===== src/rtl/branch_unit.sv =====
// branch_unit: D-stage branch resolver with a PC-indexed table of 2-bit
// saturating counters used by the F stage for taken/not-taken prediction.
//
// Ports:
//   clk, reset          clock and synchronous active-high reset
//   F_pc                fetch PC used for the prediction lookup
//   F_predTaken         prediction for F_pc (combinational)
//   D_valid, D_stall    D-stage instruction valid / stalled this cycle
//   D_pc                PC of the D-stage instruction (table update index)
//   D_rs, D_rt          forwarded operands
//   D_cond              0 none, 1 beq, 2 bne, 3 blez, 4 bgtz, 5 bltz, 6 bgez, 7 reserved
//   D_predTaken         prediction carried down from F
//   isBranch            branch condition true (combinational, pure compare)
//   D_mispredict        resolved outcome differs from D_predTaken (combinational)
//   branchCount         resolved-branch count (registered, wraps)
//   mispredictCount     mispredicted-branch count (registered, wraps)
module branch_unit #(
  parameter int unsigned WIDTH       = 32,
  parameter int unsigned BHT_ENTRIES = 64,
  parameter int unsigned IDX_LSB     = 2
) (
  input  logic             clk,
  input  logic             reset,
  input  logic [31:0]      F_pc,
  output logic             F_predTaken,
  input  logic             D_valid,
  input  logic             D_stall,
  input  logic [31:0]      D_pc,
  input  logic [WIDTH-1:0] D_rs,
  input  logic [WIDTH-1:0] D_rt,
  input  logic [2:0]       D_cond,
  input  logic             D_predTaken,
  output logic             isBranch,
  output logic             D_mispredict,
  output logic [31:0]      branchCount,
  output logic [31:0]      mispredictCount
);

  localparam int unsigned IDX_W    = (BHT_ENTRIES > 1) ? $clog2(BHT_ENTRIES) : 1;
  localparam logic [1:0]  CTR_INIT = 2'b01;
  localparam logic [1:0]  CTR_MAX  = 2'b11;
  localparam logic [1:0]  CTR_MIN  = 2'b00;

  logic [1:0]       bht [BHT_ENTRIES];
  logic [IDX_W-1:0] f_idx;
  logic [IDX_W-1:0] d_idx;
  logic             rs_zero;
  logic             rs_neg;
  logic             cond_valid;
  logic             resolve;
  logic             unused_pc;

  // Untagged index: PC bits above the index alias onto the same entry.
  assign f_idx = F_pc[IDX_LSB +: IDX_W];
  assign d_idx = D_pc[IDX_LSB +: IDX_W];

  // Only the index bits of the PCs matter.
  assign unused_pc = ^{F_pc, D_pc};

  // Signed compares against zero reduce to sign bit and zero detect.
  assign rs_zero = (D_rs == '0);
  assign rs_neg  = D_rs[WIDTH-1];

  // Condition evaluation; independent of valid/stall.
  always_comb begin
    isBranch   = 1'b0;
    cond_valid = 1'b1;
    case (D_cond)
      3'd1:    isBranch = (D_rs == D_rt);
      3'd2:    isBranch = (D_rs != D_rt);
      3'd3:    isBranch = rs_neg | rs_zero;
      3'd4:    isBranch = ~rs_neg & ~rs_zero;
      3'd5:    isBranch = rs_neg;
      3'd6:    isBranch = ~rs_neg;
      default: cond_valid = 1'b0;
    endcase
  end

  assign resolve      = D_valid & ~D_stall & cond_valid;
  assign D_mispredict = resolve & (isBranch != D_predTaken);

  // No read-during-write bypass: the F stage sees the pre-update counter.
  assign F_predTaken = bht[f_idx][1];

  // Counter table and statistics; reset takes priority over a resolve.
  always_ff @(posedge clk) begin
    if (reset) begin
      for (int i = 0; i < int'(BHT_ENTRIES); i++) begin
        bht[i] <= CTR_INIT;
      end
      branchCount     <= 32'd0;
      mispredictCount <= 32'd0;
    end else if (resolve) begin
      if (isBranch) begin
        if (bht[d_idx] != CTR_MAX) bht[d_idx] <= bht[d_idx] + 2'd1;
      end else begin
        if (bht[d_idx] != CTR_MIN) bht[d_idx] <= bht[d_idx] - 2'd1;
      end
      branchCount <= branchCount + 32'd1;
      if (D_mispredict) mispredictCount <= mispredictCount + 32'd1;
    end
  end

endmodule


===== config.mk =====
export PLATFORM = sky130hd
export DESIGN_NAME = branch_unit
export DESIGN_NICKNAME = d
export VERILOG_FILES = /design/src/rtl/branch_unit.sv
export SDC_FILE = /design/constraint.sdc
export NUM_CORES = 1
export LEC_CHECK = 0
export CORE_MARGIN = 2
export CORE_UTILIZATION = 48
export CTS_CLUSTER_DIAMETER = 60
export DETAILED_ROUTE_END_ITERATION = 6
export GPL_TIMING_DRIVEN = 0
export PLACE_DENSITY = 0.78
export SLEW_MARGIN = 40
export SYNTH_ARGS = -nofsm -noshare
export SYNTH_HDL_FRONTEND = slang
export SYNTH_SLANG_ARGS = --single-unit
export TNS_END_PERCENT = 50

===== constraint.sdc =====
create_clock -name clk -period 4.55 [get_ports clk]
set_input_delay 1.1375 -clock clk [delete_from_list [all_inputs] [get_ports clk]]
set_output_delay 1.1375 -clock clk [all_outputs]
set_load 0.01 [all_outputs]

==> results.json <==
{
  "vias_per_cell": 6.427,
  "drc": 3,
  "dr_total_vias": 9403,
  "rows": 54,
  "io_pins": 203,
  "worstMarginPinSlew_ps": 826.5,
  "start_util": 0.4911,
  "violations": "design-rule violations, negative setup slack",
  "final-hold-violation-count": 0,
  "numPortBuffers": 147,
  "cts_sinks": 192,
  "p_per_area_mw_per_mm2": 291.1,
  "synthTopCellsByArea": "edfxtp_1, dfxtp_1, mux4_2, nor3_2, nand2_1",
  "first_global_vias": 9256,
  "top_usage_layer": "met2",
  "drt-total-wl_microns": 35110,
  "dp_cells": 1415,
  "grt.total_usage": 0.2939,
  "postRouteAntennaNets": 0,
  "ys.warnings.count": 0,
  "slew_violations": 0,
  "numCtsBuffers": 17,
  "met1_usage": 0.3965,
  "r2r_cells": 9,
  "overflow": 0,
  "postLayoutCoreUtil": 0.6264,
  "crit_path_start_kind": "input port",
  "p_leak_nw": 4.121,
  "setup_violations": 1,
  "grt_use_met2": 0.4538,
  "synth_fp_nets": 1126,
  "synth_cells": 988,
  "async_flop_share": 0,
  "finClkSkew_ps": 13.90,
  "sw_frac_of_total": 0.2680,
  "grt_pass1_wl_microns": 53120,
  "clk-insertion-delay-late_ps": 440,
  "synthToLayoutAreaGrowth_pct": 27.56,
  "grt_max_degree": 19,
  "max_freq_ghz": 0.2182,
  "avgSynthCellArea_sq_um": 10.88,
  "drtIter0Drc": 1169,
  "cts_tree": "built",
  "firstDrtPassIters": 7,
  "cts.clk_slew.worst_paths_ps": 80,
  "clockBufferDepth": 2,
  "post-synth-top-area-cell": "edfxtp_1",
  "final_area_sq_mm": 0.01371,
  "p_seq_frac": 0.474,
  "rsz0062_at_grt": "true",
  "required_ps": 3410,
  "syn_area_sq_mm": 0.01075,
  "nFillCells": 1734,
  "antenna_found_initial": 0,
  "die_area_sq_mm": 0.02361,
  "endpoint_kind": "primary output",
  "final_nets": 1308,
  "synth_edf_count": 128,
  "htree_levels": 4,
  "regArea_sq_mm": 0.005125,
  "ys_seq_area_frac": 0.4767,
  "p_comb_frac": 0.134,
  "die_h_microns": 153.7,
  "multi_input_area_sq_mm": 0.005573,
  "synth_ff_type": "edfxtp_1",
  "drv_cap": 0,
  "post-place-ws_ps": -1368,
  "layout-drive-gt1-share": 0.2079,
  "switching_power_w": 0.001070,
  "worstPathMaxFanout": 6,
  "peakVddDrop_uv": 277.0,
  "status": "finished, violations left",
  "synth.distinct_cells": 65,
  "wire_per_inst_microns": 24.00,
  "gp_congestion": 0.9988,
  "grt_use_met3": 0.07948,
  "fin_crit_ps": 4584,
  "diodes": 0,
  "arrival_ps": 3450,
  "core_area_sq_mm": 0.02189,
  "p_int_w": 0.002922,
  "totalPowerFinal_w": 0.003992,
  "cts_root_buffer": "clkbuf_16",
  "relSlewSlack": 0.4470,
  "finalWorstSetupSlack_ps": -33.97,
  "worstHoldPathCells": 2,
  "place_hpwl_microns": 24040,
  "ys_ff_latch": 192,
  "clock_power_share": 0.392,
  "place_area_sq_mm": 0.01264,
  "synth_top_cell_area_share": 0.3575,
  "die_w_microns": 153.7,
  "finalNonFillerCells": 1463,
  "cts_hold_buffers": 0,
  "hp-class": "flip-flop to flip-flop",
  "criticalPathCategory": "input port to primary output",
  "finalCritPeriodShare": 1.007
}
## cells in the final DEF, fill, tap and decap left out, drive strengths merged, types with 37 or more instances in the layout
master / synthesis / final
buf: 31 / 50
clkbuf: 39 / 55
clkdlybuf4s50: 0 / 132
dfxtp: 64 / 64
edfxtp: 128 / 128
mux4: 37 / 37
nand2: 111 / 111
nor2: 53 / 53
nor3: 75 / 75
o21ai: 82 / 82
xnor2: 43 / 43
## final cells by class
class / count / area share
clock inverters: 15 / 0.01250
well taps: 280 / 0.02555
multi-input cells: 712 / 0.4064
clock buffers: 17 / 0.03102
inverters: 14 / 0.003832
repair buffers: 166 / 0.1193
plain buffers: 67 / 0.02765
flip-flops and latches: 192 / 0.3737
## flip-flops by register name, indices dropped and copies added (netlist names)
register / flops
bht: 128
mispredictCount: 32
branchCount: 32
## power by group through the flow
stage / Clock, W / Sequential [W] / Combinational, W
2_1_floorplan: 0 / 0.00193 / 0.000267
4_1_cts: 0.00155 / 0.00189 / 0.000502
3_5_place_dp: 0 / 0.00193 / 0.000475
6_report: 0.00157 / 0.00189 / 0.000533
5_1_grt: 0.00162 / 0.00190 / 0.000555
3_3_place_gp: 0 / 0.00193 / 0.000463
## metrics by stage
step	hold slack (ps)	TNS (ps)
finish	508.2	-33.97
global route	526.2	-207.0
CTS	502.1	-226.6
detailed placement	492.1	-220850
global placement	476.7	-201590
floorplan	490.8	0
## worst max-delay path: stages
cell and delay (ps):
clkdlybuf4s50_1 550, xnor2_2 140, nand4_1 170, nor4_4 330, a211oi_2 130, or4_4 540, and2_4 210, nor2_4 110
buf_6 120
## worst paths after layout
kind | end | from | slack, ps
setup / recovery | D_mispredict | D_rs[2] | -30
hold / removal | mispredictCount[13]$_SDFFE_PP0P_ | mispredictCount[13]$_SDFFE_PP0P_ | 510
setup reg to reg | bht[34][0]$_SDFFCE_PN1P_ | bht[19][1]$_SDFFCE_PN0P_ | 1350
hold reg to reg | mispredictCount[13]$_SDFFE_PP0P_ | mispredictCount[13]$_SDFFE_PP0P_ | 510
## cells in the mapped netlist (8+ instances only)
cell type and number:
mux2i_1 19, dfxtp_1 64, o21ai_1 27, o31ai_1 14
nor3_2 68, mux2_2 8, nor4_1 13, xor2_1 23
and4_1 10, xnor2_1 43, nand2_1 111, a21oi_1 35
nand3b_1 8, buf_1 12, o21ai_0 55, or4_1 15
and3_1 11, inv_1 12, nor2_1 52, and2_1 11
mux4_2 37, nand4_1 26, clkbuf_1 39, edfxtp_1 128
buf_2 10, nand3_1 31
## logic make-up (layout without fill, tap and decap cells)
family | after synthesis | in the layout | share of synthesized area
adders and majority gates | 2 | 2 | 0.002327
muxes | 64 | 64 | 0.1036
and+or+nand+nor | 401 | 401 | 0.2246
AOI/OAI and AO/OA | 179 | 179 | 0.1039
buffers and inverters | 84 | 279 | 0.03503
xor gates and xnor gates | 66 | 66 | 0.05377
DFF | 192 | 192 | 0.4767
## per-layer routing
layer  up-vias  share of wire
met1      4438           0.37
met5         -              0
met3       132           0.13
met4         0          0.041
li1       4100              -
met2       733           0.46
## repair_timing
action / CTS / global route
gates resized for setup: 69 / 46
endpoints found under the setup margin: 260 / 258
buffers inserted: 10 / 9
pin swaps: 16 / 14
No activity file was read; power rests on OpenSTA's default activity.
